**config.mk**
```make
export PLATFORM = sky130hd
export DESIGN_NAME = hangman_uart_rx
export DESIGN_NICKNAME = d
export VERILOG_FILES = /design/src/rtl/hangman_uart_rx.sv
export SDC_FILE = /design/constraint.sdc
export NUM_CORES = 1
export LEC_CHECK = 0
export ABC_AREA = 1
export BUFFER_PORTS_ARGS = -buffer_cell sky130_fd_sc_hd__clkbuf_2
export CAP_MARGIN = 20
export CORE_ASPECT_RATIO = 1.2
export CORE_MARGIN = 5
export CORE_UTILIZATION = 60
export CTS_CLUSTER_SIZE = 8
export DETAILED_ROUTE_END_ITERATION = 12
export PLACE_DENSITY_LB_ADDON = 0.12
export SETUP_SLACK_MARGIN = 0.02
export SYNTH_ARGS = -nofsm -noshare
export SYNTH_HDL_FRONTEND = slang
export SYNTH_SLANG_ARGS = --single-unit
```
**constraint.sdc**
```tcl
create_clock -name clk -period 3.22 [get_ports clk]
set_clock_uncertainty 0.05 [all_clocks]
set_input_delay 0.483 -clock clk [delete_from_list [all_inputs] [get_ports clk]]
set_output_delay 0.483 -clock clk [all_outputs]
set_load 0.005 [all_outputs]
```
**src/rtl/hangman_uart_rx.sv**
```systemverilog
// hangman_uart_rx: 8N1 UART receiver for the inter-board hangman link.
// Deserialises frames on rx into bytes held behind a valid/ack handshake,
// flags uppercase letters, framing errors and overruns.
// Optional build macro: HANGMAN_UART_RX_PARITY_EN adds an even-parity bit
// between data bit 7 and the stop bit, plus a parity_err pulse output.
// CLKS_PER_BIT must be >= 4.
module hangman_uart_rx #(
    parameter int unsigned CLKS_PER_BIT = 100
) (
    input  logic       clk,
    input  logic       rst,
    input  logic       rx,
    input  logic       data_ack,
    output logic [7:0] data,
    output logic       data_valid,
    output logic       is_letter,
    output logic       frame_err,
    output logic       overrun,
`ifdef HANGMAN_UART_RX_PARITY_EN
    output logic       parity_err,
`endif
    output logic       busy
);

    localparam int unsigned CW = $clog2(CLKS_PER_BIT);
    localparam logic [CW-1:0] HALF_M1 = CW'(CLKS_PER_BIT / 2 - 1);
    localparam logic [CW-1:0] FULL_M1 = CW'(CLKS_PER_BIT - 1);

    typedef enum logic [2:0] {
        IDLE,
        START,
        DATA,
`ifdef HANGMAN_UART_RX_PARITY_EN
        PARITY,
`endif
        STOP,
        WAIT_HIGH
    } state_t;

    state_t        state_q, state_d;
    logic [CW-1:0] cnt_q, cnt_d;
    logic [2:0]    bit_idx_q, bit_idx_d;
    logic [7:0]    shift_q, shift_d;
    logic [7:0]    data_q, data_d;
    logic          data_valid_q, data_valid_d;
    logic          frame_err_q, frame_err_d;
    logic          overrun_q, overrun_d;
    logic          busy_q, busy_d;
    logic          sync1_q, sync1_d;
    logic          rxs_q, rxs_d;
    logic          commit;
    logic          ack;
`ifdef HANGMAN_UART_RX_PARITY_EN
    logic          par_bad_q, par_bad_d;
    logic          parity_err_q, parity_err_d;
`endif

    assign ack = data_ack && data_valid_q;

    // Next-state logic: synchroniser, bit timing FSM, output register and handshake
    always_comb begin
        sync1_d      = rx;
        rxs_d        = sync1_q;
        state_d      = state_q;
        cnt_d        = cnt_q;
        bit_idx_d    = bit_idx_q;
        shift_d      = shift_q;
        data_d       = data_q;
        data_valid_d = data_valid_q;
        overrun_d    = overrun_q;
        frame_err_d  = 1'b0;
        commit       = 1'b0;
`ifdef HANGMAN_UART_RX_PARITY_EN
        par_bad_d    = par_bad_q;
        parity_err_d = 1'b0;
`endif

        case (state_q)
            IDLE: begin
                if (!rxs_q) begin
                    state_d = START;
                    cnt_d   = '0;
                end
            end
            START: begin
                if (cnt_q == HALF_M1) begin
                    cnt_d = '0;
                    if (!rxs_q) begin
                        state_d   = DATA;
                        bit_idx_d = '0;
                    end else begin
                        state_d = IDLE;
                    end
                end else begin
                    cnt_d = cnt_q + 1'b1;
                end
            end
            DATA: begin
                if (cnt_q == FULL_M1) begin
                    cnt_d            = '0;
                    shift_d[bit_idx_q] = rxs_q;
                    if (bit_idx_q == 3'd7) begin
`ifdef HANGMAN_UART_RX_PARITY_EN
                        state_d = PARITY;
`else
                        state_d = STOP;
`endif
                    end else begin
                        bit_idx_d = bit_idx_q + 1'b1;
                    end
                end else begin
                    cnt_d = cnt_q + 1'b1;
                end
            end
`ifdef HANGMAN_UART_RX_PARITY_EN
            PARITY: begin
                if (cnt_q == FULL_M1) begin
                    cnt_d        = '0;
                    par_bad_d    = (^shift_q) ^ rxs_q;
                    parity_err_d = (^shift_q) ^ rxs_q;
                    state_d      = STOP;
                end else begin
                    cnt_d = cnt_q + 1'b1;
                end
            end
`endif
            STOP: begin
                if (cnt_q == FULL_M1) begin
                    cnt_d = '0;
                    if (rxs_q) begin
`ifdef HANGMAN_UART_RX_PARITY_EN
                        commit = !par_bad_q;
`else
                        commit = 1'b1;
`endif
                        state_d = IDLE;
                    end else begin
                        frame_err_d = 1'b1;
                        state_d     = WAIT_HIGH;
                    end
                end else begin
                    cnt_d = cnt_q + 1'b1;
                end
            end
            WAIT_HIGH: begin
                if (rxs_q) begin
                    state_d = IDLE;
                end
            end
            default: begin
                state_d = IDLE;
            end
        endcase

        // An ack on the commit cycle frees the register for the new byte
        if (ack) begin
            data_valid_d = 1'b0;
            overrun_d    = 1'b0;
        end
        if (commit) begin
            if (!data_valid_q || ack) begin
                data_d       = shift_q;
                data_valid_d = 1'b1;
            end else begin
                overrun_d = 1'b1;
            end
        end

        busy_d = (state_d != IDLE);
    end

    // State registers with synchronous reset; synchroniser resets to line idle
    always_ff @(posedge clk) begin
        if (rst) begin
            sync1_q      <= 1'b1;
            rxs_q        <= 1'b1;
            state_q      <= IDLE;
            cnt_q        <= '0;
            bit_idx_q    <= '0;
            shift_q      <= '0;
            data_q       <= '0;
            data_valid_q <= 1'b0;
            frame_err_q  <= 1'b0;
            overrun_q    <= 1'b0;
            busy_q       <= 1'b0;
`ifdef HANGMAN_UART_RX_PARITY_EN
            par_bad_q    <= 1'b0;
            parity_err_q <= 1'b0;
`endif
        end else begin
            sync1_q      <= sync1_d;
            rxs_q        <= rxs_d;
            state_q      <= state_d;
            cnt_q        <= cnt_d;
            bit_idx_q    <= bit_idx_d;
            shift_q      <= shift_d;
            data_q       <= data_d;
            data_valid_q <= data_valid_d;
            frame_err_q  <= frame_err_d;
            overrun_q    <= overrun_d;
            busy_q       <= busy_d;
`ifdef HANGMAN_UART_RX_PARITY_EN
            par_bad_q    <= par_bad_d;
            parity_err_q <= parity_err_d;
`endif
        end
    end

    assign data       = data_q;
    assign data_valid = data_valid_q;
    assign frame_err  = frame_err_q;
    assign overrun    = overrun_q;
    assign busy       = busy_q;
    assign is_letter  = data_valid_q && (data_q >= 8'h41) && (data_q <= 8'h5A);
`ifdef HANGMAN_UART_RX_PARITY_EN
    assign parity_err = parity_err_q;
`endif

endmodule

```
==> results of run 1 <==
==> metal layers <==
metal  vias to the layer above  part of all wire
li1                        874                 -
met1                       702              0.46
met2                        32              0.48
met3                         5             0.041
met4                         0             0.017
met5                         -                 0
==> state kept, by name, summed over array words and instances (netlist names), 3 cells and up <==
register / cells
state_q: 3
cnt_q: 7
shift_q: 8
bit_idx_q: 3
data: 8
==> worst max-delay path, stage by stage, from the launching register on <==
cell and delay, ns:
dfxtp_1 0.37, inv_1 0.09, nor4_1 0.27, nand2_1 0.09
a31oi_1 0.15, clkbuf_2 0.13
==> placed cells by master, fill, tap and decap left out <==
| master | Yosys | final |
|---|---|---|
| nand2_1 | 72 | 72 |
| nor2_1 | 42 | 42 |
| dfxtp_1 | 35 | 35 |
| inv_1 | 33 | 33 |
| nand3_1 | 21 | 21 |
| clkbuf_2 | 0 | 16 |
| a21oi_1 | 13 | 13 |
| nand4_1 | 8 | 8 |
| o21ai_0 | 5 | 5 |
| clkbuf_4 | 1 | 5 |
| inv_2 | 4 | 4 |
| nor2_2 | 4 | 4 |
| ha_1 | 4 | 4 |
| nor3_1 | 3 | 3 |
| nor2_4 | 2 | 2 |
| nand2_2 | 2 | 2 |
| o21ai_1 | 2 | 2 |
| clkinv_1 | 2 | 2 |
| or2_2 | 2 | 2 |
| nor4_1 | 1 | 1 |
| a31oi_1 | 1 | 1 |
| a21oi_2 | 1 | 1 |
| nand3_2 | 1 | 1 |
| o21bai_1 | 1 | 1 |
| nand4_4 | 1 | 1 |
| a31o_2 | 1 | 1 |
| nor3b_1 | 1 | 1 |
| clkinvlp_4 | 0 | 1 |
| clkinv_2 | 0 | 1 |
| clkbuf_1 | 3 | 1 |
==> report_power, final <==
part	internal, mW	switching (mW)	total (mW)
combinational	0.00899	0.0201	0.0291
clock	0.0842	0.151	0.235
sequential	0.436	0.00478	0.441
total	0.529	0.176	0.705
==> per-stage QoR <==
step	setup slack (ns)	instances	utilization	cell area [sq um]
finish	1.24	320	0.677	1920
global route	1.10	320	0.677	1920
CTS	1.27	320	0.677	1920
detailed placement	1.38	312	0.658	1870
global placement	1.42	312	0.658	1870
floorplan	1.76	270	-	1800
==> path summary, 6_finish.rpt <==
path | slack [ns] | endpoint | startpoint
min | 0.27 | rxs_d | rx
max | 1.24 | is_letter | data_valid
min reg2reg | 0.40 | rxs_q | rxs_d
max reg2reg | 1.51 | data[4] | cnt_q[0]
==> final cells by class <==
type / count / area share
Clock inverter: 2 / 0.00651
Multi-Input combinational cell: 188 / 0.467
Inverter: 39 / 0.0762
Clock buffer: 6 / 0.0215
Tap cell: 34 / 0.0221
Timing Repair Buffer: 16 / 0.0417
Sequential cell: 35 / 0.365
==> cell families (layout without fill, tap and decap cells) <==
group	after synthesis	after routing	synth area share
compound gates	24	24	0.0732
simple gates	160	160	0.399
fa+ha+maj	4	4	0.0279
flops	35	35	0.390
buf+inv	47	63	0.110
==> metrics.txt, run 1 <==
# TYPE chip_impl_metric gauge
chip_impl_metric{name="power_density",unit="nW/um^2"} 367
chip_impl_metric{name="cts_repair_resize_count",unit=""} 0
chip_impl_metric{name="vdd_drop_max",unit="mV"} 0.314
chip_impl_metric{name="sequential_cell_area",unit="sq um"} 701
chip_impl_metric{name="cts.sink_count",unit=""} 35
chip_impl_metric{name="floorplan.die.height",unit="um"} 69.9
chip_impl_info{name="netlist.top_cell.by_area",value="dfxtp_1"} 1
chip_impl_metric{name="async_s_r_ff_share_synth",unit=""} 0
chip_impl_metric{name="timing.max_slew.rel_slack",unit=""} 0.592
chip_impl_info{name="path_class",value="reg2out"} 1
chip_impl_metric{name="initial_antenna_violation_count",unit=""} 0
chip_impl_info{name="ys_top_cells_by_area",value="dfxtp_1, nand2_1, nor2_1, inv_1, nand3_1"} 1
chip_impl_metric{name="filler_cell_count",unit=""} 282
chip_impl_metric{name="groute.layer.met2.usage",unit=""} 0.314
chip_impl_metric{name="crit_arrival",unit="ns"} 1.45
chip_impl_info{name="timing.critical_path.from_type",value="flip-flop"} 1
chip_impl_metric{name="period_needed",unit="ns"} 1.98
chip_impl_metric{name="synth_top_area_frac",unit=""} 0.390
chip_impl_metric{name="synthesis.instances",unit=""} 270
chip_impl_metric{name="max_clock_freq",unit="MHz"} 505
chip_impl_metric{name="power",unit="mW"} 0.705
chip_impl_metric{name="rows",unit=""} 21
chip_impl_metric{name="die_area",unit="sq um"} 4190
chip_impl_metric{name="detail_route.vias_per_cell",unit=""} 5.04
chip_impl_metric{name="pin_count_of_the_biggest_net_entering_global_routing",unit=""} 20
chip_impl_metric{name="drv_slew",unit=""} 0
chip_impl_metric{name="hold_slack",unit="ns"} 0.274
chip_impl_metric{name="drt_drc_violations_left",unit=""} 0
chip_impl_metric{name="cts_buffers",unit=""} 5
chip_impl_info{name="grt.busiest_layer",value="met2"} 1
chip_impl_metric{name="grt_pass1_wl",unit="mm"} 6.44
chip_impl_metric{name="start_util",unit=""} 0.633
chip_impl_metric{name="vias_in_the_first_global_route",unit=""} 1516
chip_impl_metric{name="finalNetCount",unit=""} 293
chip_impl_metric{name="fin_tns_setup",unit="ns"} 0
chip_impl_info{name="rsz_0062_raised_after_global_routing",value="false"} 1
chip_impl_metric{name="post_drt_wl_per_cell",unit="um"} 11.4
chip_impl_metric{name="num_vias",unit=""} 1613
chip_impl_metric{name="grtUsageMet3",unit=""} 0.0442
chip_impl_metric{name="multi_input_area",unit="sq um"} 897
chip_impl_metric{name="drv_cap",unit=""} 0
chip_impl_metric{name="synth.cell_area",unit="sq um"} 1800
chip_impl_info{name="clockRootBuffer",value="clkbuf_4"} 1
chip_impl_metric{name="crit_required",unit="ns"} 2.69
chip_impl_metric{name="yosysWarningCount",unit=""} 0
chip_impl_metric{name="synth_enable_flop_cells",unit=""} 0
chip_impl_metric{name="setup_violations",unit=""} 0
chip_impl_info{name="critical_path.endpoint_type",value="primary output"} 1
chip_impl_metric{name="synth.lib_cells_used.distinct",unit=""} 29
chip_impl_metric{name="clk_transition_reported_paths",unit="ns"} 0.11
chip_impl_metric{name="floorplan.io_pins",unit=""} 17
chip_impl_metric{name="finalWeightedCongestion",unit=""} 0.950
chip_impl_metric{name="globalRouteTotalUtil",unit=""} 0.196
chip_impl_metric{name="report.final.hold_viol_count",unit=""} 0
chip_impl_metric{name="total_leakage_power",unit="nW"} 0.945
chip_impl_info{name="ys_top_cells_by_count",value="nand2_1, nor2_1, dfxtp_1"} 1
chip_impl_metric{name="min_delay_path_depth",unit=""} 2
chip_impl_metric{name="worstSkewPairLatency",unit="ns"} 0.34
chip_impl_metric{name="avg_cell_area_syn",unit="sq um"} 6.65
chip_impl_metric{name="hold_bufs_at_cts",unit=""} 0
chip_impl_metric{name="inserted_diodes",unit=""} 0
chip_impl_metric{name="portBuffers",unit=""} 16
chip_impl_metric{name="r2r_cells",unit=""} 9
chip_impl_info{name="yosys.cell_count.top_type",value="nand2_1"} 1
chip_impl_metric{name="worst-path-max-fanout",unit=""} 3
chip_impl_info{name="tritoncts_clock_tree",value="built"} 1
chip_impl_metric{name="met1_usage",unit=""} 0.251
chip_impl_metric{name="clock_tree.htree_level_count",unit=""} 2
chip_impl_metric{name="setup_fix_buffers_added_after_clock_tree_synthesis",unit=""} 0
chip_impl_metric{name="initialDrtViolationCount",unit=""} 88
chip_impl_metric{name="slew_worst_pin",unit="ns"} 0.612
chip_impl_metric{name="place.detailed.hpwl",unit="mm"} 2.67
chip_impl_metric{name="mappedNetlistNets",unit=""} 278
chip_impl_metric{name="number_of_synthesized_register_bits",unit=""} 35
chip_impl_info{name="status",value="completed"} 1
chip_impl_metric{name="synth_sequential_area_ratio",unit=""} 0.390
chip_impl_info{name="synth_top_flop_cell",value="dfxtp_1"} 1
chip_impl_metric{name="clk_path_buf_depth",unit=""} 2
chip_impl_metric{name="final_period_utilization",unit=""} 0.615
chip_impl_info{name="hold_path.class",value="in2reg"} 1
chip_impl_metric{name="placeableCoreArea",unit="sq um"} 2840
chip_impl_metric{name="finalWirelength",unit="mm"} 3.63
chip_impl_metric{name="grt_overflow_total",unit=""} 0
chip_impl_metric{name="area_delta_synth_final",unit="%"} 6.97
chip_impl_metric{name="detailedRoute.firstPassIterationCount",unit=""} 4
chip_impl_metric{name="die_x",unit="um"} 59.9
chip_impl_metric{name="fraction_of_layout_instances_using_a_drive_strength_above_1",unit=""} 0.143
chip_impl_metric{name="antenna_violating_nets_post_route",unit=""} 0
Power figures use the tool's default switching activity.
==> run 2: changes to the inputs <==
--- a/config.mk
+++ b/config.mk
@@ -10,7 +10,7 @@
 export CAP_MARGIN = 20
 export CORE_ASPECT_RATIO = 1.2
 export CORE_MARGIN = 5
-export CORE_UTILIZATION = 60
+export CORE_UTILIZATION = 58
 export CTS_CLUSTER_SIZE = 8
 export DETAILED_ROUTE_END_ITERATION = 12
 export PLACE_DENSITY_LB_ADDON = 0.12
==> constraint.sdc (replaced) <==
create_clock -name clk -period 1.9 [get_ports clk]
set_clock_uncertainty 0.05 [all_clocks]
set_input_delay 0.285 -clock clk [delete_from_list [all_inputs] [get_ports clk]]
set_output_delay 0.285 -clock clk [all_outputs]
set_load 0.005 [all_outputs]
==> run 2 against run 1 <==
  * Clock power increased by 74%
  * Highest routed layer unchanged
  * Final area increased by 1.8%
  * Register-to-register slack got worse by 1.3 ns
  * Sequential power increased by 69%
  * Flip-flop and latch count unchanged
  * Non-clock buffer count increased by 3
  * Count of clock-buffer cells in the layout decreased by 1
==> metrics.txt, run 2 (synthesis gave the netlist of run 1 again) <==
# TYPE chip_impl_metric gauge
chip_impl_info{name="clockRootBuffer",value="clkbuf_4"} 1
chip_impl_metric{name="hold_bufs_at_cts",unit=""} 0
chip_impl_metric{name="slew_worst_pin",unit="ns"} 0.602
chip_impl_metric{name="initial_antenna_violation_count",unit=""} 0
chip_impl_metric{name="groute.layer.met2.usage",unit=""} 0.294
chip_impl_metric{name="setup_violations",unit=""} 0
chip_impl_metric{name="area_delta_synth_final",unit="%"} 8.92
chip_impl_metric{name="floorplan.io_pins",unit=""} 17
chip_impl_metric{name="vias_in_the_first_global_route",unit=""} 1489
chip_impl_info{name="timing.critical_path.from_type",value="flip-flop"} 1
chip_impl_metric{name="inserted_diodes",unit=""} 0
chip_impl_metric{name="grt_pass1_wl",unit="mm"} 6.18
chip_impl_metric{name="fin_tns_setup",unit="ns"} 0
chip_impl_metric{name="final_period_utilization",unit=""} 0.872
chip_impl_info{name="hold_path.class",value="in2reg"} 1
chip_impl_metric{name="floorplan.die.height",unit="um"} 71.0
chip_impl_metric{name="portBuffers",unit=""} 16
chip_impl_info{name="tritoncts_clock_tree",value="built"} 1
chip_impl_metric{name="vdd_drop_max",unit="mV"} 0.510
chip_impl_metric{name="drv_cap",unit=""} 0
chip_impl_metric{name="post_drt_wl_per_cell",unit="um"} 11.0
chip_impl_metric{name="antenna_violating_nets_post_route",unit=""} 0
chip_impl_metric{name="rows",unit=""} 22
chip_impl_metric{name="met1_usage",unit=""} 0.225
chip_impl_metric{name="pin_count_of_the_biggest_net_entering_global_routing",unit=""} 20
chip_impl_metric{name="detail_route.vias_per_cell",unit=""} 5.04
chip_impl_metric{name="max_clock_freq",unit="MHz"} 603
chip_impl_metric{name="hold_slack",unit="ns"} 0.0660
chip_impl_metric{name="initialDrtViolationCount",unit=""} 78
chip_impl_metric{name="clock_tree.htree_level_count",unit=""} 2
chip_impl_metric{name="place.detailed.hpwl",unit="mm"} 2.67
chip_impl_metric{name="crit_required",unit="ns"} 1.56
chip_impl_info{name="final_cell_mix",value="nand2_1, nor2_1, dfxtp_1"} 1
chip_impl_metric{name="start_util",unit=""} 0.593
chip_impl_info{name="mostFrequentLayoutCell",value="nand2_1"} 1
chip_impl_metric{name="crit_arrival",unit="ns"} 1.32
chip_impl_metric{name="worstSkewPairLatency",unit="ns"} 0.34
chip_impl_metric{name="fraction_of_layout_instances_using_a_drive_strength_above_1",unit=""} 0.159
chip_impl_metric{name="power_density",unit="nW/um^2"} 619
chip_impl_metric{name="grtUsageMet3",unit=""} 0.0511
chip_impl_metric{name="detailedRoute.firstPassIterationCount",unit=""} 4
chip_impl_metric{name="drt_drc_violations_left",unit=""} 0
chip_impl_metric{name="finalWeightedCongestion",unit=""} 0.863
chip_impl_info{name="status",value="completed"} 1
chip_impl_metric{name="report.final.hold_viol_count",unit=""} 0
chip_impl_metric{name="globalRouteTotalUtil",unit=""} 0.185
chip_impl_metric{name="setup_fix_buffers_added_after_clock_tree_synthesis",unit=""} 0
chip_impl_info{name="critical_path.endpoint_type",value="primary output"} 1
chip_impl_metric{name="period_needed",unit="ns"} 1.66
chip_impl_metric{name="clk_transition_reported_paths",unit="ns"} 0.12
chip_impl_metric{name="finalWirelength",unit="mm"} 3.58
chip_impl_metric{name="die_x",unit="um"} 60.8
chip_impl_metric{name="grt_overflow_total",unit=""} 0
chip_impl_metric{name="clk_path_buf_depth",unit=""} 2
chip_impl_info{name="rsz_0062_raised_after_global_routing",value="false"} 1
chip_impl_metric{name="timing.max_slew.rel_slack",unit=""} 0.598
chip_impl_metric{name="worst-path-max-fanout",unit=""} 2
chip_impl_metric{name="cts_buffers",unit=""} 5
chip_impl_metric{name="die_area",unit="sq um"} 4310
chip_impl_metric{name="cts.sink_count",unit=""} 35
chip_impl_metric{name="finalNetCount",unit=""} 296
chip_impl_metric{name="total_leakage_power",unit="nW"} 0.959
chip_impl_metric{name="drv_slew",unit=""} 0
chip_impl_metric{name="placeableCoreArea",unit="sq um"} 3030
chip_impl_info{name="grt.busiest_layer",value="met2"} 1
chip_impl_metric{name="num_vias",unit=""} 1638
chip_impl_info{name="path_class",value="reg2out"} 1
chip_impl_metric{name="cts_repair_resize_count",unit=""} 0
## run 2: cell types whose count changed in the layout (fill, tap and decap cells not counted)
cell and delta:
buf_4 +3, clkbuf_1 -1, nor4_1 -1, clkinvlp_4 +1
nor4_2 +1
## run 2: stage by stage
| step | util | cell area (sq um) | instances | setup slack [ns] | total power [mW] |
|---|---|---|---|---|---|
| 6_report | 0.646 | 1960 | 325 | 0.243 | 1.21 |
| 5_1_grt | 0.646 | 1960 | 325 | 0.0380 | 1.28 |
| 4_1_cts | 0.644 | 1950 | 325 | 0.161 | 1.22 |
| 3_5_place_dp | 0.625 | 1890 | 317 | 0.258 | 0.816 |
| 3_3_place_gp | 0.625 | 1890 | 317 | 0.302 | 0.816 |
| 2_1_floorplan | - | 1800 | 270 | 0.437 | 0.800 |
## run 2: cell type report
class / count / area (sq um)
Clock inverter: 3 / 20.0
Clock buffer: 5 / 37.5
Inverter: 39 / 146
Timing Repair Buffer: 19 / 103
Sequential cell: 35 / 701
Multi-Input combinational cell: 188 / 903
Tap cell: 36 / 45.0
Fill cell: 289 / 1070
## run 2: final timing paths
kind / depth (start not counted) / slack [ns] / start / endpoint
setup / recovery: 5 / 0.24 / data[6] / is_letter
hold / removal: 2 / 0.07 / rx / rxs_d
setup reg to reg: 9 / 0.26 / cnt_q[0] / busy
hold reg to reg: 1 / 0.38 / rxs_d / rxs_q
## run 2: critical path, cell delays in order (launching register included)
cell	delay [ns]
dfxtp_1	0.35
inv_1	0.07
nor4_2	0.23
nand2_1	0.07
a31oi_1	0.14
clkbuf_2	0.13
## run 2: layer usage
| layer | share of wire | vias to the layer above |
|---|---|---|
| met1 | 0.44 | 701 |
| met4 | 0.021 | 0 |
| met2 | 0.48 | 43 |
| met5 | 0 | - |
| met3 | 0.055 | 8 |
| li1 | - | 886 |
## run 2: where the power goes
part           switching [mW]  leakage, nW  internal [mW]
registers             0.00779        0.283          0.739
logic                  0.0350        0.649         0.0180
clock network           0.269       0.0272          0.141
total                   0.312        0.959          0.898
==> run 3: changes to the inputs <==
--- a/config.mk
+++ b/config.mk
@@ -5,7 +5,7 @@
 export SDC_FILE = /design/constraint.sdc
 export NUM_CORES = 1
 export LEC_CHECK = 0
-export ABC_AREA = 1
+export ABC_AREA = 0
 export BUFFER_PORTS_ARGS = -buffer_cell sky130_fd_sc_hd__clkbuf_2
 export CAP_MARGIN = 20
 export CORE_ASPECT_RATIO = 1.2
==> run 3 against run 2 <==
  * Core utilization grew 3.6 points
  * Critical endpoint is now busy
  * Flip-flop and latch count is the same
  * Worst setup slack lost 0.13 ns
  * Critical path depth shrank 1
  * Global-route usage grew 1.7 points
  * Count of clock-buffer cells in the layout grew 3
==> metrics.txt, run 3 <==
# TYPE chip_impl_metric gauge
chip_impl_info{name="status",value="completed"} 1
chip_impl_info{name="timing.critical_path.from_type",value="flip-flop"} 1
chip_impl_metric{name="swShare",unit=""} 0.239
chip_impl_metric{name="drv_cap",unit=""} 0
chip_impl_metric{name="seqPwrFrac",unit=""} 0.569
chip_impl_metric{name="floorplan.die.height",unit="um"} 70.4
chip_impl_metric{name="power_frac_clock",unit=""} 0.339
chip_impl_metric{name="fin_tns_setup",unit="ns"} 0
chip_impl_metric{name="worst-path-max-fanout",unit=""} 8
chip_impl_metric{name="initialDrtViolationCount",unit=""} 105
chip_impl_metric{name="hold_bufs_at_cts",unit=""} 0
chip_impl_metric{name="drv_slew",unit=""} 0
chip_impl_metric{name="detail_route.vias_per_cell",unit=""} 5.88
chip_impl_info{name="ys_top_cells_by_area",value="dfxtp_1, mux2i_1, nand2b_1, nand2_1, ha_1"} 1
chip_impl_metric{name="portBuffers",unit=""} 16
chip_impl_metric{name="final_period_utilization",unit=""} 0.939
chip_impl_metric{name="intPower",unit="mW"} 1.03
chip_impl_info{name="netlist.top_cell.by_area",value="dfxtp_1"} 1
chip_impl_metric{name="grt_overflow_total",unit=""} 0
chip_impl_info{name="master_of_the_slowest_instance_on_the_critical_path",value="or3b_4"} 1
chip_impl_metric{name="finalWeightedCongestion",unit=""} 0.860
chip_impl_metric{name="slew_worst_pin",unit="ns"} 0.541
chip_impl_metric{name="synth_top_area_frac",unit=""} 0.398
chip_impl_info{name="final_cell_mix",value="dfxtp_1, mux2i_1, nand2_1, clkbuf_2, nand2b_1"} 1
chip_impl_metric{name="avg_cell_area_syn",unit="sq um"} 9.07
chip_impl_metric{name="drt_drc_violations_left",unit=""} 0
chip_impl_info{name="mostFrequentLayoutCell",value="dfxtp_1"} 1
chip_impl_metric{name="filler_cell_count",unit=""} 251
chip_impl_info{name="path_class",value="reg2reg"} 1
chip_impl_metric{name="antenna_violating_nets_post_route",unit=""} 0
chip_impl_metric{name="pin_count_of_the_biggest_net_entering_global_routing",unit=""} 32
chip_impl_metric{name="cts_buffers",unit=""} 5
chip_impl_metric{name="total_leakage_power",unit="nW"} 0.847
chip_impl_info{name="rsz_0062_raised_after_global_routing",value="true"} 1
chip_impl_metric{name="worstSkewPairLatency",unit="ns"} 0.34
chip_impl_metric{name="synth.lib_cells_used.distinct",unit=""} 47
chip_impl_metric{name="fraction_of_layout_instances_using_a_drive_strength_above_1",unit=""} 0.245
chip_impl_metric{name="inserted_diodes",unit=""} 0
chip_impl_metric{name="finalNetCount",unit=""} 227
chip_impl_metric{name="share_comb_of_total_power",unit=""} 0.093
chip_impl_metric{name="mappedNetlistNets",unit=""} 202
chip_impl_metric{name="dp_cells",unit=""} 247
chip_impl_metric{name="power_density",unit="nW/um^2"} 662
chip_impl_info{name="yosys.cell_count.top_type",value="dfxtp_1"} 1
chip_impl_metric{name="globalRouteTotalUtil",unit=""} 0.203
chip_impl_info{name="synth_top_flop_cell",value="dfxtp_1"} 1
chip_impl_metric{name="clock_tree.htree_level_count",unit=""} 2
chip_impl_metric{name="net-switching-power",unit="mW"} 0.325
chip_impl_metric{name="die_area",unit="sq um"} 4240
chip_impl_metric{name="vdd_drop_max",unit="mV"} 0.573
chip_impl_info{name="cpLargestDelayFamily",value="simple AND/OR/NAND/NOR gates"} 1
chip_impl_info{name="clockRootBuffer",value="clkbuf_4"} 1
chip_impl_metric{name="report.final.hold_viol_count",unit=""} 0
chip_impl_metric{name="yosysWarningCount",unit=""} 0
chip_impl_metric{name="rows",unit=""} 22
chip_impl_metric{name="period_needed",unit="ns"} 1.78
chip_impl_metric{name="timing.critical_path.buf_inv",unit=""} 0
chip_impl_metric{name="crit_required",unit="ns"} 2.14
chip_impl_metric{name="synth_enable_flop_cells",unit=""} 0
chip_impl_metric{name="number_of_synthesized_register_bits",unit=""} 35
chip_impl_info{name="hold_path.class",value="in2reg"} 1
chip_impl_metric{name="crit_path_max_incr_delay",unit="ns"} 0.48
chip_impl_metric{name="cts.sink_count",unit=""} 35
chip_impl_metric{name="floorplan.io_pins",unit=""} 17
chip_impl_metric{name="synthesis.instances",unit=""} 194
chip_impl_metric{name="finalWirelength",unit="mm"} 3.80
chip_impl_metric{name="vias_in_the_first_global_route",unit=""} 1467
chip_impl_metric{name="detailedRoute.firstPassIterationCount",unit=""} 4
chip_impl_metric{name="synth.cell_area",unit="sq um"} 1760
chip_impl_metric{name="max_clock_freq",unit="MHz"} 560
chip_impl_metric{name="async_s_r_ff_share_synth",unit=""} 0
chip_impl_metric{name="clk_path_buf_depth",unit=""} 2
chip_impl_info{name="ys_top_cells_by_count",value="dfxtp_1, mux2i_1, nand2_1"} 1
chip_impl_metric{name="num_vias",unit=""} 1504
chip_impl_metric{name="clk_transition_reported_paths",unit="ns"} 0.10
chip_impl_metric{name="place.detailed.hpwl",unit="mm"} 2.79
chip_impl_metric{name="placeableCoreArea",unit="sq um"} 3000
chip_impl_info{name="cp_cell_sequence",value="or3b_4, o32a_1, or3_1, nand4b_1"} 1
chip_impl_metric{name="area_delta_synth_final",unit="%"} 16.3
chip_impl_metric{name="die_x",unit="um"} 60.3
chip_impl_metric{name="initial_antenna_violation_count",unit=""} 0
chip_impl_metric{name="start_util",unit=""} 0.587
chip_impl_metric{name="crit_arrival",unit="ns"} 2.02
chip_impl_metric{name="post_drt_wl_per_cell",unit="um"} 14.9
chip_impl_info{name="tritoncts_clock_tree",value="built"} 1
chip_impl_metric{name="setup_violations",unit=""} 0
chip_impl_metric{name="finish.cell_count_without_fillers",unit=""} 256
chip_impl_info{name="critical_path.endpoint_type",value="flip-flop"} 1
chip_impl_metric{name="grt_pass1_wl",unit="mm"} 6.56
chip_impl_metric{name="timing.max_slew.rel_slack",unit=""} 0.630
chip_impl_metric{name="synth_sequential_area_ratio",unit=""} 0.398
run 3: logic make-up after synthesis:
group,after synthesis,share of synthesized area
simple gates,94,0.321
flops,35,0.398
compound gates,29,0.112
mux,19,0.109
buf+inv,13,0.0320
fa+ha+maj,4,0.0284
run 3: repair_timing:
item	in CTS	in global routing
endpoints found under the setup margin	2	12
buffers inserted	0	1
hold endpoints to repair	0	0
resized for setup	1	6
pin swaps	0	1
run 3: worst paths after layout:
| check | depth (start not counted) | slack (ns) | from | endpoint |
|---|---|---|---|---|
| hold reg to reg | 1 | 0.37 | rxs_d | rxs_q |
| setup reg to reg | 4 | 0.12 | cnt_q[2] | busy |
| hold / removal | 2 | 0.07 | rx | rxs_d |
| setup / recovery | 4 | 0.12 | cnt_q[2] | busy |
run 3: power by group through the flow:
stage	combinational, mW	sequential, mW	clock (mW)
6_report	0.126	0.771	0.459
5_1_grt	0.140	0.774	0.510
4_1_cts	0.126	0.771	0.476
3_5_place_dp	0.126	0.788	0
3_3_place_gp	0.118	0.787	0
2_1_floorplan	0.0927	0.778	0
run 3: worst reg2reg max path: stages, from the launching register on:
cell and delay, ns:
dfxtp_1 0.39, or3b_4 0.48, o32a_1 0.38, or3_1 0.33
nand4b_1 0.10
run 3: per-layer routing:
layer  routed length, um  vias up  global-route usage
met5                   0        -                   0
met3                 147       18              0.0647
li1                    -      751                   -
met4                 175        0               0.121
met2                1920       36               0.331
met1                1560      699               0.220
run 3: stage by stage:
stage	setup WS [ns]	hold WS, ns	area, sq um	util	power [mW]
floorplan	0.0277	0.335	1770	-	0.871
global placement	0.0545	0.344	1940	0.647	0.905
detailed placement	0.00577	0.346	1940	0.647	0.914
CTS	0.0269	0.0512	2010	0.671	1.37
global route	0.0126	0.0563	2050	0.682	1.42
finish	0.116	0.0719	2050	0.682	1.36
run 3: final cells by class:
| type | instances | area (sq um) | area share |
|---|---|---|---|
| multi-input combinational | 146 | 1040 | 0.508 |
| clock buffer | 8 | 68.8 | 0.0336 |
| tap | 36 | 45.0 | 0.0220 |
| inverter | 4 | 15.0 | 0.00733 |
| timing repair buffer | 27 | 175 | 0.0856 |
| sequential | 35 | 703 | 0.344 |
